==> config.mk <==
export PLATFORM = sky130hd
export DESIGN_NAME = rv_reg_file_flat
export DESIGN_NICKNAME = d
export VERILOG_FILES = /design/src/rtl/rv_reg_file_pkg.sv /design/src/rtl/rv_reg_file_if.sv /design/src/rtl/rv_reg_file_read_port.sv /design/src/rtl/rv_reg_file.sv /design/src/flat_wrapper.sv
export SDC_FILE = /design/constraint.sdc
export NUM_CORES = 2
export LEC_CHECK = 0
export CAP_MARGIN = 10
export CORE_ASPECT_RATIO = 0.9
export CORE_UTILIZATION = 33
export DETAILED_ROUTE_END_ITERATION = 10
export SYNTH_ARGS = -nofsm -noshare
export SYNTH_HDL_FRONTEND = slang
export SYNTH_SLANG_ARGS = --single-unit
==> constraint.sdc <==
create_clock -name clk_in -period 2.8 [get_ports clk_in]
set_clock_uncertainty 0.1 [all_clocks]
set_input_delay 0.42 -clock clk_in [delete_from_list [all_inputs] [get_ports clk_in]]
set_output_delay 0.42 -clock clk_in [all_outputs]
set_load 0.05 [all_outputs]
==> src/rtl/rv_reg_file_pkg.sv <==
// Shared widths, index/data types and constants for the integer register file.
package rv_reg_pkg;

  localparam int REG_DATA_WIDTH_POW = 6;
  localparam int REG_MEM_DEPTH_POW  = 5;
  localparam int REG_DATA_WIDTH     = 1 << REG_DATA_WIDTH_POW;
  localparam int REG_MEM_DEPTH      = 1 << REG_MEM_DEPTH_POW;
  localparam int NUM_READ_PORTS     = 2;

  typedef logic [REG_MEM_DEPTH_POW-1:0] reg_idx_t;
  typedef logic [REG_DATA_WIDTH-1:0]    reg_data_t;

  localparam reg_data_t ZERO_REG = '0;
  localparam reg_idx_t  ZERO_IDX = '0;

endpackage

==> src/rtl/rv_reg_file_if.sv <==
// Decode-stage register file bus: two read indices, one write port, two read data lanes.
interface rv_reg_file_if;
  import rv_reg_pkg::*;

  reg_idx_t  rs1_in;
  reg_idx_t  rs2_in;
  reg_idx_t  rd_in;
  reg_data_t data_write;
  logic      write_en;
  reg_data_t reg_data1_out;
  reg_data_t reg_data2_out;

  modport master (
    output rs1_in, rs2_in, rd_in, data_write, write_en,
    input  reg_data1_out, reg_data2_out
  );

  modport slave (
    input  rs1_in, rs2_in, rd_in, data_write, write_en,
    output reg_data1_out, reg_data2_out
  );

endinterface

==> src/rtl/rv_reg_file_read_port.sv <==
// One combinational read lane: x0 masking plus optional same-cycle write bypass
// (enabled by RV_REG_FILE_WRITE_BYPASS_EN).
module rv_reg_read_port
  import rv_reg_pkg::*;
(
  input  logic      rst_n_i,
  input  reg_idx_t  rs_idx_i,
  input  reg_data_t mem_i [REG_MEM_DEPTH],
  input  logic      write_en_i,
  input  reg_idx_t  rd_idx_i,
  input  reg_data_t data_write_i,
  output reg_data_t rdata_o
);

`ifdef RV_REG_FILE_WRITE_BYPASS_EN
  localparam bit BYPASS_EN = 1'b1;
`else
  localparam bit BYPASS_EN = 1'b0;
`endif

  logic bypass_hit;

  // Forwarding is never allowed to leak writeback data while the core is held in reset.
  assign bypass_hit = BYPASS_EN && rst_n_i && write_en_i &&
                      (rd_idx_i != ZERO_IDX) && (rd_idx_i == rs_idx_i);

  always_comb begin
    rdata_o = mem_i[rs_idx_i];
    if (!rst_n_i || (rs_idx_i == ZERO_IDX)) begin
      rdata_o = ZERO_REG;
    end else if (bypass_hit) begin
      rdata_o = data_write_i;
    end
  end

endmodule

==> src/rtl/rv_reg_file.sv <==
// RV64I integer register file: 32 x 64-bit, two combinational reads, one synchronous write,
// x0 hardwired to zero. Optional write bypass via RV_REG_FILE_WRITE_BYPASS_EN.
module rv_reg_file
  import rv_reg_pkg::*;
(
  input  logic clk_in,
  input  logic rst_n_in,
  rv_reg_file_if.slave bus
);

  reg_data_t mem_q [REG_MEM_DEPTH];
  logic      wr_hit_d;
  reg_idx_t  rs_idx   [NUM_READ_PORTS];
  reg_data_t rd_data  [NUM_READ_PORTS];

  assign wr_hit_d = bus.write_en && (bus.rd_in != ZERO_IDX);

  // Entry 0 is reset and never written, so storage and masking agree on x0.
  always_ff @(posedge clk_in or negedge rst_n_in) begin
    if (!rst_n_in) begin
      for (int i = 0; i < REG_MEM_DEPTH; i++) begin
        mem_q[i] <= ZERO_REG;
      end
    end else if (wr_hit_d) begin
      mem_q[bus.rd_in] <= bus.data_write;
    end
  end

  assign rs_idx[0] = bus.rs1_in;
  assign rs_idx[1] = bus.rs2_in;

  generate
    for (genvar gi = 0; gi < NUM_READ_PORTS; gi++) begin : g_read_port
      rv_reg_read_port u_read_port (
        .rst_n_i      (rst_n_in),
        .rs_idx_i     (rs_idx[gi]),
        .mem_i        (mem_q),
        .write_en_i   (bus.write_en),
        .rd_idx_i     (bus.rd_in),
        .data_write_i (bus.data_write),
        .rdata_o      (rd_data[gi])
      );
    end
  endgenerate

  assign bus.reg_data1_out = rd_data[0];
  assign bus.reg_data2_out = rd_data[1];

endmodule

==> src/flat_wrapper.sv <==
// flat-port wrapper written by rule: the top's interface ports become plain ports
module rv_reg_file_flat import rv_reg_pkg::*;
  (clk_in, rst_n_in, bus_rs1_in, bus_rs2_in, bus_rd_in, bus_data_write, bus_write_en, bus_reg_data1_out, bus_reg_data2_out);
  rv_reg_file_if bus_i ();
  input  logic clk_in;
  input  logic rst_n_in;
  input wire logic [$bits(bus_i.rs1_in)-1:0] bus_rs1_in;
  input wire logic [$bits(bus_i.rs2_in)-1:0] bus_rs2_in;
  input wire logic [$bits(bus_i.rd_in)-1:0] bus_rd_in;
  input wire logic [$bits(bus_i.data_write)-1:0] bus_data_write;
  input wire logic [$bits(bus_i.write_en)-1:0] bus_write_en;
  output wire logic [$bits(bus_i.reg_data1_out)-1:0] bus_reg_data1_out;
  output wire logic [$bits(bus_i.reg_data2_out)-1:0] bus_reg_data2_out;
  assign bus_i.rs1_in = bus_rs1_in;
  assign bus_i.rs2_in = bus_rs2_in;
  assign bus_i.rd_in = bus_rd_in;
  assign bus_i.data_write = bus_data_write;
  assign bus_i.write_en = bus_write_en;
  assign bus_reg_data1_out = bus_i.reg_data1_out;
  assign bus_reg_data2_out = bus_i.reg_data2_out;
  rv_reg_file u_core (.clk_in(clk_in), .rst_n_in(rst_n_in), .bus(bus_i));
endmodule
After elaboration in Yosys (flattened, before gate mapping)
Index checks and enable logic that the tools add are counted.
Widths: inputs -> output; s select.
{"block": "word_totals", "inputBits": 82, "ff_bits": 2048, "wordCells": 58, "out_inout_bits": 128}
{"block": "classes", "n_reduce_logical": 8, "magnitude_cmp": 4, "bitwise_logic": 3, "n_mux": 11}
{"cell": "$bwmux 2048", "n": 1}
{"cell": "$bmux 64 s5", "n": 2}
{"cell": "$mux 64", "n": 7}
{"cell": "$demux 64 s5", "n": 1}
{"cell": "$ge 6x6->1 const B", "n": 3}
{"cell": "$not 5->6", "n": 3}
{"cell": "$logic_not 5->1", "n": 2}
{"cell": "$lt 6x1->1 const B", "n": 1}
{"cell": "$reduce_bool 5->1", "n": 1}
{"cell": "$logic_and 1x1->1", "n": 2}
{"cell": "$logic_or 1x1->1", "n": 2}
{"cell": "$logic_not 1->1", "n": 1}

Longest topological paths before layout
{"block": "depth", "depth_word": 6, "ltp_mapped": 8, "ltp_nobuf": 4}

By module
From an unflattened synthesis, not the netlist that was laid out.
{"block": "hier_totals", "cells_unflattened": 7147, "area_unflattened_um2": 107837.2}
{"mod": "rv_reg_file", "cells_each": 4531, "n_inst": 1, "seq_area_each_um2": 51249.2, "area_each_um2": 75788.9}
{"mod": "rv_reg_read_port", "cells_each": 1308, "n_inst": 2, "seq_area_each_um2": 0.0, "area_each_um2": 16024.1}

Least setup slack after synthesis
Ideal clock, no wire load.
{"block": "synth_timing", "path_kind": "input -> output", "startpoint": "input bus_rs2_in[0]", "endpoint": "output bus_reg_data2_out[55]", "t_arrival_ns": 2.254, "required_time_ns": 2.280, "n_path_buf": 3, "cell_stages": 6, "slack_ns": 0.026, "path_cell_list": "buf_4 > buf_2 > buf_2 > mux4_2 > a22oi_1 > nand4_1"}
{"block": "synth_via", "elab_chain_len": 5, "elab_cells_between_ends": 7, "cone_classes": "mux: 4; bitwise: 1; reduce/logical: 2"}
{"item": "start: declaration", "line": "flat_wrapper.sv:8", "rtl": "input wire logic [$bits(bus_i.rs2_in)-1:0] bus_rs2_in;"}
{"item": "$not 5->6 (implied by the code)", "line": "rv_reg_file_read_port.sv:28", "rtl": "rdata_o = mem_i[rs_idx_i];"}
{"item": "$bmux 64 s5", "line": "rv_reg_file_read_port.sv:28"}
{"item": "$mux 64 (implied by the code) (2 in series)", "line": "rv_reg_file_read_port.sv:28"}
{"item": "$mux 64 (*)", "line": "rv_reg_file_read_port.sv:29", "rtl": "if (!rst_n_i || (rs_idx_i == ZERO_IDX)) begin"}
{"item": "end: declaration", "line": "flat_wrapper.sv:13", "rtl": "output wire logic [$bits(bus_i.reg_data2_out)-1:0] bus_reg_data2_out;"}
Mark *: on every way between the ends. The rest lies on a longest branch, timed or not. The select of a mux whose other input is x is not followed.

Final worst setup path
{"block": "layout_timing", "startpoint": "register u_core.mem_q[58] (netlist bit)", "endpoint": "output bus_reg_data1_out[58]"}
{"block": "layout_via", "elab_chain_len": 4}
{"item": "start: declaration", "line": "rv_reg_file.sv:11", "rtl": "reg_data_t mem_q [REG_MEM_DEPTH];"}
{"item": "start signal: indexed assignment", "line": "rv_reg_file.sv:25", "rtl": "mem_q[bus.rd_in] <= bus.data_write;"}
{"item": "$bmux 64 s5", "line": "rv_reg_file_read_port.sv:28"}
{"item": "$mux 64 (implied by the code) (2 in series)", "line": "rv_reg_file_read_port.sv:28"}
{"item": "$mux 64", "line": "rv_reg_file_read_port.sv:29"}
{"item": "end: declaration", "line": "flat_wrapper.sv:12", "rtl": "output wire logic [$bits(bus_i.reg_data1_out)-1:0] bus_reg_data1_out;"}
Every way passes these cells. The select of a mux whose other input is x is not followed.

==> results by group <==
Run status
  – Result of the run: finished, violations left
  – Violated checks: negative setup slack

Logic synthesis
  – Synthesized Nets: approximately 7,300
  – Post-synthesis instance area: between 0.1 and 0.15 mm2
  – Seq/Total Area, Yosys: 47.8%
  – Netlist cell types: 39
  – Flip-flop and latch count after synthesis: 2,048
  – Syn Inst Count: 7,258
  – Top cell type's share of synthesized area: 47.8%
  – Top cells by area, synth: sky130_fd_sc_hd__dfrtp_1 48%, sky130_fd_sc_hd__mux2_2 19%, sky130_fd_sc_hd__mux4_2 16%, sky130_fd_sc_hd__mux2i_1 4.8%, sky130_fd_sc_hd__a22oi_1 2.7%
  – Synth warnings: 0
  – Avg Synthesized Cell Area: around 15 um2
  – Top cell type by total area after synthesis: sky130_fd_sc_hd__dfrtp_1

Cells and area
  – Commonest cells after routing, fill and taps aside: 2,048 x sky130_fd_sc_hd__dfrtp_1, 1,804 x sky130_fd_sc_hd__mux2_2, 767 x sky130_fd_sc_hd__mux4_2
  – Most common cell after layout, fill and taps aside: sky130_fd_sc_hd__dfrtp_1
  – Non-Filler Instances: approximately 12,000
  – Net total in the final layout: around 7,900
  – Largest register by flop count: u_core.mem_q
  – Layout cell share with drive strength beyond 1: between 50 and 60%
  – Layout Utilization: 40.7%
  – Flip-flop count of the largest register, all copies and words added: 2,048
  – Synthesis-to-finish area growth: 22.8%
  – Biggest regs: u_core.mem_q x2048

Clock tree
  – Clock-pin slew on the worst setup and hold paths: around 0.07 ns
  – CTS tree: built
  – Number of clock buffers inserted by TritonCTS: ~220
  – Maximum count of clock buffers along a single path: 4
  – Clk_lat worst skew: 0.88 ns
  – Max H-tree Level: 4
  – CTS Sinks: 2,048
  – Clk Tree Root Cell: sky130_fd_sc_hd__clkbuf_16

Setup path
  – Worst-path fanout max: 3
  – Cells along the critical path: mux4_2 > a22o_4 > a31oi_4 > nand4_1 > buf_4 > buf_12
  – CP Class: reg -> out
  – CP Capture Type: output port
  – Endpoint required time on the critical path: 2.28 ns
  – Critical path launch point type: register
  – Master of the slowest instance on the critical path: sky130_fd_sc_hd__mux4_2
  – Data arrival time of the worst path: 2.85 ns
  – Peak per-stage delay on the critical path: around 0.5 ns

Drt
  – Number of search-and-repair iterations in the first detailed-routing pass: 6
  – Total wire length: 363 mm
  – Total number of vias: 71,600
  – Violation count after the first detailed-routing iteration: about 6,500
  – Detail-routed net length per standard cell: 29.6 um
  – DR DRC count: 0
  – Remaining antenna violation count after routing: 0
  – Via count normalized by instance count: 5.83

Timing
  – Total Negative Setup Slacks: -51.84 ns
  – Headroom to the max-slew limit: 20.7%
  – Final Critical Period: around 3.4 ns
  – Setup repair after global routing missed its margin: true
  – Final critical-path setup slack: -0.573 ns
  – Hold slack: ~0.22 ns
  – Final setup violation count: 128
  – Final-report hold violation count: 0
  – Final period util: 120%
  – Maximum clock frequency: roughly 300 MHz
  – Actual transition at the worst max-transition pin: around 1.2 ns
  – Max Slew Vio Count: 0

Die
  – Core region area: between 0.3 and 0.4 mm2
  – Standard-cell row count: 198
  – Die footprint: about 0.33 mm2
  – Initial core utilization: 33.2%
  – Vertical die dimension: 543 um
  – Die span in x: around 600 um
  – Num ports: 210

Hold path
  – Worst hold-check path type: in -> async

Placement
  – Post-DP HPWL: roughly 240 mm
  – Count of port buffers added during placement: 209
  – Final estimated routing congestion in global placement: 0.844
  – Placed insts: 11,800

Power and ir drop
  – Total chip power: 87.5 mW
  – Power density relative to cell area: 665 mW/mm2
  – Leak Pwr: 57.3 nW
  – Maximum vdd ir drop: ~0.50 mV

Global routing
  – Routing usage on met3: under 10%
  – Global-route wire length before repair: 536 mm
  – Global routing's busiest layer: met2
  – Pin count of the biggest net entering global routing: 189
  – Met2 track demand over resource in global routing: 35.8%
  – Routing usage on met1: 29.2%
  – Via count of the first global-routing pass: 75,900
  – Total overflow reported by the global router: 0
  – Overall track demand over capacity in global routing: 21.9%
  – Number of antenna violations at the first check in global routing: 9

Flow run
  – Number of maximum-capacitance constraint violations: 0
==> final cells by class <==
type                       instances  area, um2
antenna                            3       7.51
clock buffer                     320       6330
clock inverter                    55        569
fill                           29300     192000
multi-input combinational       4366      53200
sequential                      2048      51200
tap                             4300       5380
timing repair buffer            1188      14900
==> cells in the mapped netlist <==
library cell,n
sky130_fd_sc_hd__or2_2,1
sky130_fd_sc_hd__or3b_1,1
sky130_fd_sc_hd__a22oi_1,383
sky130_fd_sc_hd__nand3b_2,4
sky130_fd_sc_hd__and3b_1,2
sky130_fd_sc_hd__nand2_1,145
sky130_fd_sc_hd__nor3b_1,2
sky130_fd_sc_hd__mux2_1,180
sky130_fd_sc_hd__clkbuf_1,442
sky130_fd_sc_hd__nor3b_2,3
sky130_fd_sc_hd__nor4bb_1,1
sky130_fd_sc_hd__and2_1,3
sky130_fd_sc_hd__nor2_8,4
sky130_fd_sc_hd__buf_4,49
sky130_fd_sc_hd__buf_6,19
sky130_fd_sc_hd__nor3_1,1
sky130_fd_sc_hd__nor2_4,10
sky130_fd_sc_hd__nand3_1,129
sky130_fd_sc_hd__and3_1,2
sky130_fd_sc_hd__o2111ai_1,1
sky130_fd_sc_hd__nor2_2,5
sky130_fd_sc_hd__buf_2,306
sky130_fd_sc_hd__a31oi_1,127
sky130_fd_sc_hd__nor2_1,5
sky130_fd_sc_hd__and4b_1,4
sky130_fd_sc_hd__nand3_2,2
sky130_fd_sc_hd__buf_1,28
sky130_fd_sc_hd__a22o_1,129
sky130_fd_sc_hd__nor2b_1,4
sky130_fd_sc_hd__mux2i_1,514
sky130_fd_sc_hd__mux4_2,767
sky130_fd_sc_hd__nor4b_2,1
sky130_fd_sc_hd__nand2b_1,1
sky130_fd_sc_hd__nand4_1,127
sky130_fd_sc_hd__and4_1,2
sky130_fd_sc_hd__dfrtp_1,2048
sky130_fd_sc_hd__mux2_2,1804
sky130_fd_sc_hd__and4bb_2,1
sky130_fd_sc_hd__or2_1,1
==> cell families after synthesis <==
kind of cell	share of synthesized area, %
mux	41.7
flops	47.8
simple gates	2.37
buf+inv	3.62
compound gates	4.48
==> report_power, final <==
part | switching [mW] | leakage, nW | internal (mW)
Sequential | 4.11 | 26.3 | 35.2
Clock | 12.5 | 3.43 | 16.4
Combinational | 8.01 | 27.6 | 11.3
==> worst max-delay path: cells and delay by family (launching register included) <==
family	cells	cell delay, ns
compound gates	2	0.43
buf+inv	2	0.39
flops	1	0.39
mux	1	0.49
simple gates	1	0.27
==> metal layers <==
metal	share of wire, %	up-vias	wire (um)
li1	-	29200	-
met1	42	39200	152000
met2	48	2508	174000
met3	5.9	683	21300
met4	4.4	4	15800
met5	0.0072	-	26
==> per-stage QoR <==
stage               cell area [um2]  worst slack (ns)
CTS                          131000            -0.697
floorplan                    107000            0.0264
finish                       132000            -0.573
global placement             123000            -0.682
detailed placement           123000            -0.660
global route                 132000            -0.675
==> worst paths after layout <==
| kind | from | to | slack (ns) | cells after the start |
|---|---|---|---|---|
| setup reg to reg | u_core.mem_q[1067]$_DFFE_PN0P_ | u_core.mem_q[1067]$_DFFE_PN0P_ | 1.68 | 3 |
| min in group clk_in | u_core.mem_q[2046]$_DFFE_PN0P_ | u_core.mem_q[2046]$_DFFE_PN0P_ | 0.28 | 0 |
| max in group asynchronous | rst_n_in | u_core.mem_q[1043]$_DFFE_PN0P_ | 0.37 | 4 |
| hold reg to reg | u_core.mem_q[2046]$_DFFE_PN0P_ | u_core.mem_q[2046]$_DFFE_PN0P_ | 0.28 | 0 |
| hold / removal | rst_n_in | u_core.mem_q[513]$_DFFE_PN0P_ | 0.22 | 4 |
| setup / recovery | u_core.mem_q[58]$_DFFE_PN0P_ | bus_reg_data1_out[58] | -0.57 | 6 |
==> timing repair <==
item                                    in CTS  in global routing
endpoints found under the setup margin     128                285
buffers inserted                            87                 23
pin swaps                                  251                 26
endpoints found under the hold margin      204                  0
gates resized for setup                    142                 25
gates cloned                                 3                  0
hold buffers                                 4                  0
Note: power is estimated with default switching activity, not from simulation.
